File: src/rtl/uart_cmd_rx.sv
// uart_cmd_rx: UART receiver feeding a show-ahead byte FIFO with overflow and frame/parity error reporting.
// Define UART_CMD_RX_PARITY_EN to compile in the parity bit and checking (PARITY: 0 none, 1 odd, 2 even).
module uart_cmd_rx #(
  parameter int unsigned MAIN_CLK_FREQ = 120000000,
  parameter int unsigned UART_BAUD     = 115200,
  parameter int unsigned DATA_BITS     = 8,
  parameter int unsigned PARITY        = 0,
  parameter int unsigned FIFO_DEPTH    = 16,
  parameter int unsigned AF_LEVEL      = FIFO_DEPTH - 2
) (
  input  logic                          clk,
  input  logic                          rst,
  input  logic                          uart_rx,
  input  logic                          data_en,
  input  logic                          ovf_clr,
  output logic                          data_ready,
  output logic [7:0]                    data,
  output logic [$clog2(FIFO_DEPTH):0]   level,
  output logic                          almost_full,
  output logic                          overflow_flag,
  output logic                          frame_err,
  output logic                          parity_err
);

  localparam int unsigned CLKS_PER_BIT = MAIN_CLK_FREQ / UART_BAUD;
  localparam int unsigned CW = (CLKS_PER_BIT > 1) ? $clog2(CLKS_PER_BIT) : 1;
  localparam int unsigned BW = $clog2(DATA_BITS);
  localparam int unsigned AW = $clog2(FIFO_DEPTH);
  localparam int unsigned LW = AW + 1;

  if (DATA_BITS < 5 || DATA_BITS > 8 || PARITY > 2 || FIFO_DEPTH < 2) begin : g_bad_cfg
    $error("uart_cmd_rx: illegal DATA_BITS, PARITY or FIFO_DEPTH");
  end

`ifdef UART_CMD_RX_PARITY_EN
  typedef enum logic [2:0] {IDLE, START, DATA, PAR, STOP, WAIT_IDLE} state_t;
`else
  typedef enum logic [2:0] {IDLE, START, DATA, STOP, WAIT_IDLE} state_t;
`endif

  // Reset asserts asynchronously but releases on a clock edge.
  logic rst_m, rst_i;
  always_ff @(posedge clk or negedge rst) begin
    if (!rst) {rst_i, rst_m} <= 2'b00;
    else      {rst_i, rst_m} <= {rst_m, 1'b1};
  end

  // Line synchronizer is released ahead of the FSM so it holds real line samples once the FSM starts.
  logic rx_m, rx_s;
  always_ff @(posedge clk or negedge rst) begin
    if (!rst) begin
      rx_m <= 1'b1;
      rx_s <= 1'b1;
    end else begin
      rx_m <= uart_rx;
      rx_s <= rx_m;
    end
  end

  state_t               state;
  logic [CW-1:0]        cnt;
  logic [BW-1:0]        bit_idx;
  logic [DATA_BITS-1:0] shreg;
  logic                 armed;
  logic                 push;
  logic                 par_bad;

  // Receiver: armed only after the line is seen high, so a character cut by reset is not resumed.
  always_ff @(posedge clk or negedge rst_i) begin
    if (!rst_i) begin
      state     <= IDLE;
      cnt       <= '0;
      bit_idx   <= '0;
      shreg     <= '0;
      armed     <= 1'b0;
      push      <= 1'b0;
      par_bad   <= 1'b0;
      frame_err <= 1'b0;
`ifdef UART_CMD_RX_PARITY_EN
      parity_err <= 1'b0;
`endif
    end else begin
      push      <= 1'b0;
      frame_err <= 1'b0;
`ifdef UART_CMD_RX_PARITY_EN
      parity_err <= 1'b0;
`endif
      case (state)
        IDLE: begin
          cnt     <= '0;
          bit_idx <= '0;
          par_bad <= 1'b0;
          if (!armed)     armed <= rx_s;
          else if (!rx_s) state <= START;
        end
        START: begin
          if (cnt == CW'(CLKS_PER_BIT / 2)) begin
            cnt   <= '0;
            state <= rx_s ? IDLE : DATA;
          end else begin
            cnt <= cnt + 1'b1;
          end
        end
        DATA: begin
          if (cnt == CW'(CLKS_PER_BIT - 1)) begin
            cnt     <= '0;
            shreg   <= {rx_s, shreg[DATA_BITS-1:1]};
            bit_idx <= bit_idx + 1'b1;
            if (bit_idx == BW'(DATA_BITS - 1)) begin
`ifdef UART_CMD_RX_PARITY_EN
              state <= (PARITY != 0) ? PAR : STOP;
`else
              state <= STOP;
`endif
            end
          end else begin
            cnt <= cnt + 1'b1;
          end
        end
`ifdef UART_CMD_RX_PARITY_EN
        PAR: begin
          if (cnt == CW'(CLKS_PER_BIT - 1)) begin
            cnt     <= '0;
            par_bad <= rx_s != ((^shreg) ^ (PARITY == 1));
            state   <= STOP;
          end else begin
            cnt <= cnt + 1'b1;
          end
        end
`endif
        STOP: begin
          if (cnt == CW'(CLKS_PER_BIT - 1)) begin
            cnt       <= '0;
            frame_err <= !rx_s;
`ifdef UART_CMD_RX_PARITY_EN
            parity_err <= par_bad;
`endif
            push      <= rx_s && !par_bad;
            state     <= rx_s ? IDLE : WAIT_IDLE;
          end else begin
            cnt <= cnt + 1'b1;
          end
        end
        WAIT_IDLE: if (rx_s) state <= IDLE;
        default:   state <= IDLE;
      endcase
    end
  end

`ifndef UART_CMD_RX_PARITY_EN
  assign parity_err = 1'b0;
`endif

  logic [7:0]    mem [FIFO_DEPTH];
  logic [AW-1:0] wr_ptr, rd_ptr, rd_next;
  logic [LW-1:0] lvl_next;
  logic [7:0]    push_byte, head_next;
  logic          do_push, do_pop, drop;

  // FIFO control; a push into a full FIFO only lands when the same cycle pops.
  always_comb begin
    push_byte                  = '0;
    push_byte[DATA_BITS-1:0]   = shreg;
    do_pop                     = data_en && (level != '0);
    do_push                    = push && ((level != LW'(FIFO_DEPTH)) || data_en);
    drop                       = push && !do_push;
    lvl_next                   = level + LW'(do_push) - LW'(do_pop);
    rd_next                    = rd_ptr + AW'(do_pop);
    if (lvl_next == '0)                          head_next = '0;
    else if (do_push && (level == LW'(do_pop)))  head_next = push_byte;
    else                                         head_next = mem[rd_next];
  end

  always_ff @(posedge clk) begin
    if (do_push) mem[wr_ptr] <= push_byte;
  end

  always_ff @(posedge clk or negedge rst_i) begin
    if (!rst_i) begin
      wr_ptr        <= '0;
      rd_ptr        <= '0;
      level         <= '0;
      data_ready    <= 1'b0;
      almost_full   <= 1'b0;
      data          <= '0;
      overflow_flag <= 1'b0;
    end else begin
      wr_ptr        <= wr_ptr + AW'(do_push);
      rd_ptr        <= rd_next;
      level         <= lvl_next;
      data_ready    <= lvl_next != '0;
      almost_full   <= lvl_next >= LW'(AF_LEVEL);
      data          <= head_next;
      overflow_flag <= drop | (overflow_flag & ~ovf_clr);
    end
  end

endmodule

File: config.mk
export PLATFORM = sky130hd
export DESIGN_NAME = uart_cmd_rx
export DESIGN_NICKNAME = d
export VERILOG_FILES = /design/src/rtl/uart_cmd_rx.sv
export SDC_FILE = /design/constraint.sdc
export NUM_CORES = 1
export LEC_CHECK = 0
export BUFFER_PORTS_ARGS = -buffer_cell sky130_fd_sc_hd__buf_2
export CAP_MARGIN = 20
export CORE_ASPECT_RATIO = 0.75
export CORE_MARGIN = 3
export CORE_UTILIZATION = 25
export CTS_BUF_LIST = sky130_fd_sc_hd__clkbuf_8
export CTS_CLUSTER_SIZE = 10
export DETAILED_ROUTE_END_ITERATION = 8
export GPL_ROUTABILITY_DRIVEN = 0
export SETUP_SLACK_MARGIN = 0.1
export SYNTH_ARGS = -nofsm -noshare
export SYNTH_HDL_FRONTEND = slang
export SYNTH_SLANG_ARGS = --single-unit
export TNS_END_PERCENT = 30
File: constraint.sdc
create_clock -name clk -period 1.8 [get_ports clk]
set_input_delay 0 -clock clk [delete_from_list [all_inputs] [get_ports clk]]
set_output_delay 0 -clock clk [all_outputs]
set_load 0.1 [all_outputs]
Word level (Yosys, flattened, before mapping)
Memory sizes are Yosys's and may differ from the RTL's.
Index checks and enable logic that the tools add are counted.
{ "word_totals": {"memories": 1, "mem_bits_rw": 128, "out_inout_bits": 18, "reg_bits": 56} }
{ "mem_list": {"columns": ["memory", "depth", "word_bits", "rd", "rd_ports_with_merged_regs", "write_ports", "line_no", "rtl"], "rows": [
  ["mem", 16, 8, 1, 0, 1, "154", "logic [7:0] mem [FIFO_DEPTH];"]
]} }
{ "classes": {"addsub": 6, "n_reduce_logical": 17, "eq_ne": 16, "magnitude_cmp": 1, "bitwise_logic": 3, "n_mux": 24} }
{ "ops": {"columns": ["op", "n"], "rows": [
  ["$pmux W11 S3", 1],
  ["$mux W3", 9],
  ["$mux W11", 2],
  ["$mux W8", 2],
  ["$pmux W3 S5", 1],
  ["$ne A2 B2 Y1 const B", 7],
  ["$add A11 B1 Y11 const B", 1],
  ["$eq A11 B10 Y1 const B", 1],
  ["$eq A11 B11 Y1 const B", 1],
  ["$reduce_bool A5 Y1", 2],
  ["$add A4 B1 Y4", 2],
  ["$mux W1", 7],
  ["$reduce_and A7 Y1", 1],
  ["$eq A3 B2 Y1 const B", 2],
  ["$eq A3 B3 Y1 const B", 2],
  ["$pmux W3 S2", 1],
  ["$add A5 B1 Y5", 1],
  ["$eq A5 B1 Y1", 1],
  ["$ge A5 B4 Y1 const B", 1],
  ["$logic_not A5 Y1", 1],
  ["$ne A5 B5 Y1 const B", 1],
  ["$sub A5 B1 Y5", 1],
  ["$logic_and A1 B1 Y1", 4],
  ["$reduce_and A2 Y1", 2],
  ["other kinds (12)", 13]
]} }

Logic depth before layout (Yosys ltp)
{ "depth": {"ltp_word": 7, "depth_mapped": 15, "mapped_depth_nobuf": 15} }

Worst setup path before layout
No wires, ideal clock.
{ "synth_timing": {"kind": "flip-flop to flip-flop", "start": "register level[3]", "end": "register data[0]", "arrival_ns": 3.646, "path_slack_ns": -1.913, "stages_incl_launch_ff": 16, "setup_time_ns": 0.067, "t_required_ns": 1.733, "cell_sequence": "dfrtp_1 > inv_1 > ha_1 > nand2b_4 > or4b_2 > nand2_1 > ha_1 > inv_1 > ha_1 > inv_1 > fa_1 > nor2b_1 > o21bai_1 > and3_1 > o211ai_1 > and3_1"} }
{ "synth_between": {"elab_chain_cells": 7, "elab_cells_between_ends": 14} }
{ "synth_lines": {"columns": ["element", "line_no", "rtl"], "rows": [
  ["from (decl)", "18", "output logic [$clog2(FIFO_DEPTH):0] level,"],
  ["from (signal assigned)", "190", "level <= lvl_next;"],
  ["$ne A5 B5 Y1", "165", "do_push = push && ((level != LW'(FIFO_DEPTH)) || data_en);"],
  ["$logic_or A1 B1 Y1", "165", null],
  ["$logic_and A1 B1 Y1", "165", null],
  ["$add A5 B1 Y5", "167", "lvl_next = level + LW'(do_push) - LW'(do_pop);"],
  ["$sub A5 B1 Y5", "167", null],
  ["$logic_not A5 Y1", "169", "if (lvl_next == '0) head_next = '0;"],
  ["$mux W8 *", "169", null],
  ["via head_next[0]", "157", "logic [7:0] push_byte, head_next;"],
  ["to (signal assigned)", "193", "data <= head_next;"],
  ["to (decl)", "17", "output logic [7:0] data,"]
]} }
The timed path passes the listed nets; every way through them passes the cells marked *.
A chain may end at the register's enable or synchronous reset.

Worst setup path in the final report
{ "layout_timing": {"start": "register level[3]", "end": "register data[7]"} }
Same word-level chain as after synthesis.

==> qor.csv <==
metric,value,unit
status,"finished, violations left",
failing checks,"hold timing, setup timing",
yosys warns,0,
Netlist Area Pre-Place,7600,sq um
CP Launch Type,flop,
gr usage total,10.6,%
RSZ-0062 raised after global routing,yes,
Netlist cell types,52,
CTS tree,done,
VDD IR max,0.799,mV
Critical Path AT,3470,ps
largest net degree at the start of global routing,30,
number of vias per cell,4.37,
non-filler cells in the finished layout,1009,
CTS Buf Count,17,
"Seq/Total Area, Yosys",69.0,%
Worst Setup Path Type,reg2reg,
ANT cells,0,
H-tree depth,4,
leakage power,3.81,nW
Syn-to-layout area delta,28.4,%
dpl cells,962,
Routed WL,16.6,mm
Yosys reg bits,184,
GRT overflow,0,
first-pass GRT wire length,26.5,mm
Total Power,13.4,mW
DRT iter0 DRCs,304,
die width,207,um
final number of max-transition violations,0,
CP required,2190,ps
CTS Hold Bufs,4,
FF-to-FF setup slack,-1270,ps
Post-DRT Antenna Nets,0,
Worst-path clk slew,100,ps
share of cells above drive strength 1,41.3,%
clock tree buffer depth,2,
Final period util,171,%
# DRC,0,
crit path time final,3070,ps
initial core utilization,25.7,%
clk_lat worst skew,460,ps
CTS Root Cell,clkbuf_8,
Worst Path Max Fanout,9,
Final Hold Vio Count,1,
Slew HR,55.4,%
leading post-synthesis cells by cell area,"edfxtp_1, dfrtp_1, mux4_2, ha_1, nand2_1",
Layout Skew,21.5,ps
most frequent cell after synthesis,edfxtp_1,
final net count,624,
port bufs,21,
DP Wirelength,11.3,mm
Final WS setup,-1270,ps
"EDFF count, synth",128,
clock sink count,184,
num ports,23,
power density over the cells,1370,nW/um^2
Cells after Synth,489,
Hold WC Path Type,in2reg,
Yosys top cell area share,50.6,%
syn_nets,509,
setup violators final,150,
initial antenna violation count,0,
cell row count,54,
Worst-Margin Slew,669,ps
Core ar.,29500,sq um
Post-synth top flop,edfxtp_1,
worst hold slack,-106,ps
number of global-route vias before repair,4501,
drt first pass iters,4,
CP endpoint kind,flop,
cell accounting for the most synthesized area,edfxtp_1,
vias post-DR,4414,
Die Span Y,157,um
Wirelength per Cell,16.5,um
syn avg cell area,15.5,sq um
post-synthesis async set-or-reset flop share,30.4,%
max cap viols,0,
die area,32600,sq um
"top cells by count, synth","edfxtp_1, dfrtp_1, nand2_1",
maximum operating frequency,0.326,GHz
## power by group
part	internal, mW	switching [mW]	total, mW	leakage [nW]
Sequential	4.80	0.221	5.02	2.09
Clock	1.39	1.48	2.87	0.206
Combinational	2.37	3.16	5.53	1.52
Total	8.55	4.86	13.4	3.81
## worst max-delay path, cell delays in order (launching register included)
cell and delay (ps):
dfrtp_2 420, inv_2 80, ha_4 140, nand2b_4 60, or4b_4 540, nand2_4 90
ha_4 190, inv_2 60, ha_4 120, inv_2 40, fa_2 360, nor2b_1 120
o21bai_1 90, and3_1 160, o211ai_1 180, buf_4 190, and3_1 180
## cells by family after synthesis
group / count (synthesis) / synth area share [%]
adder cells (fa/ha/maj): 15 / 2.57
XOR/XNOR: 7 / 0.905
other: 2 / 0.0988
AO/OA/AOI/OAI: 50 / 4.23
flip-flops: 184 / 69.0
buffers and inverters: 36 / 2.19
multiplexers: 40 / 10.5
AND/OR/NAND/NOR: 155 / 10.5
## worst paths after layout
check / startpoint / to / cells after the start
max: level[3]$_DFF_PN0_ / data[7]$_DFF_PN0_ / 16
min: data_en / overflow_flag$_DFF_PN0_ / 3
max reg2reg: level[3]$_DFF_PN0_ / data[7]$_DFF_PN0_ / 16
min reg2reg: rst_i$_DFF_PN0_ / cnt[5]$_DFFE_PN0P_ / 0
max in group asynchronous: rst_i$_DFF_PN0_ / push_byte[5]$_DFFE_PN0P_ / 1
min in group asynchronous: rst / rx_m$_DFF_PN1_ / 2
## layer usage
layer | routed length [um] | track usage (%) | up-vias
li1 | - | - | 2061
met1 | 8310 | 15.4 | 2241
met2 | 7410 | 15.6 | 96
met3 | 735 | 2.71 | 16
met4 | 156 | 2.97 | 0
met5 | 0 | 0 | -
## cell usage in the layout (no fill, tap or decap), types with 5 or more instances in the layout
master / instances
edfxtp_1: 128
buf_4: 61
dfrtp_1: 48
nand2_1: 34
mux4_2: 32
nor2_1: 23
buf_2: 21
buf_6: 20
clkbuf_8: 17
nand3_1: 15
nor2b_1: 12
a21oi_1: 11
and3_1: 11
o21ai_0: 11
inv_1: 10
inv_2: 9
buf_12: 9
mux2i_1: 8
nor2_4: 7
nor2_2: 7
nand2_2: 7
ha_4: 7
dfrtp_2: 6
o21bai_1: 5
nand2b_1: 5
ha_1: 5
## state kept, by name (all words and copies together), names as in the netlist, 4 cells and up
name and count:
cnt 11, level 5, mem 128, push_byte 8, rd_ptr 4, wr_ptr 4
data 8
## layout make-up
cell class / instances / area (sq um)
fillers: 2802 / 19800
flip-flops and latches: 184 / 5260
multi-input cells: 269 / 2530
repair buffers: 115 / 1010
well taps: 392 / 490
clock buffers: 17 / 234
clock inverters: 15 / 180
inverters: 17 / 66.3
## timing repair
action | in CTS | in global routing
hold endpoints to repair | 6 | 1
pin swaps | 22 | 16
gates resized for setup | 60 | 23
buffers inserted | 4 | 7
setup endpoints to repair | 176 | 176
## stage by stage
stage	hold slack, ps	area (sq um)	utilization (%)	TNS (ps)	setup WS, ps
final	-106	9760	33.1	-77830	-1270
after global routing	-127	9760	33.1	-92800	-1430
after CTS	-145	9640	32.7	-67110	-1280
after detailed placement	-190	8920	30.2	-76310	-1250
after global placement	-195	8920	30.2	-74100	-1230
after floorplan	-296	7720	-	-78300	-1450
No activity file was read; power rests on OpenSTA's default activity.
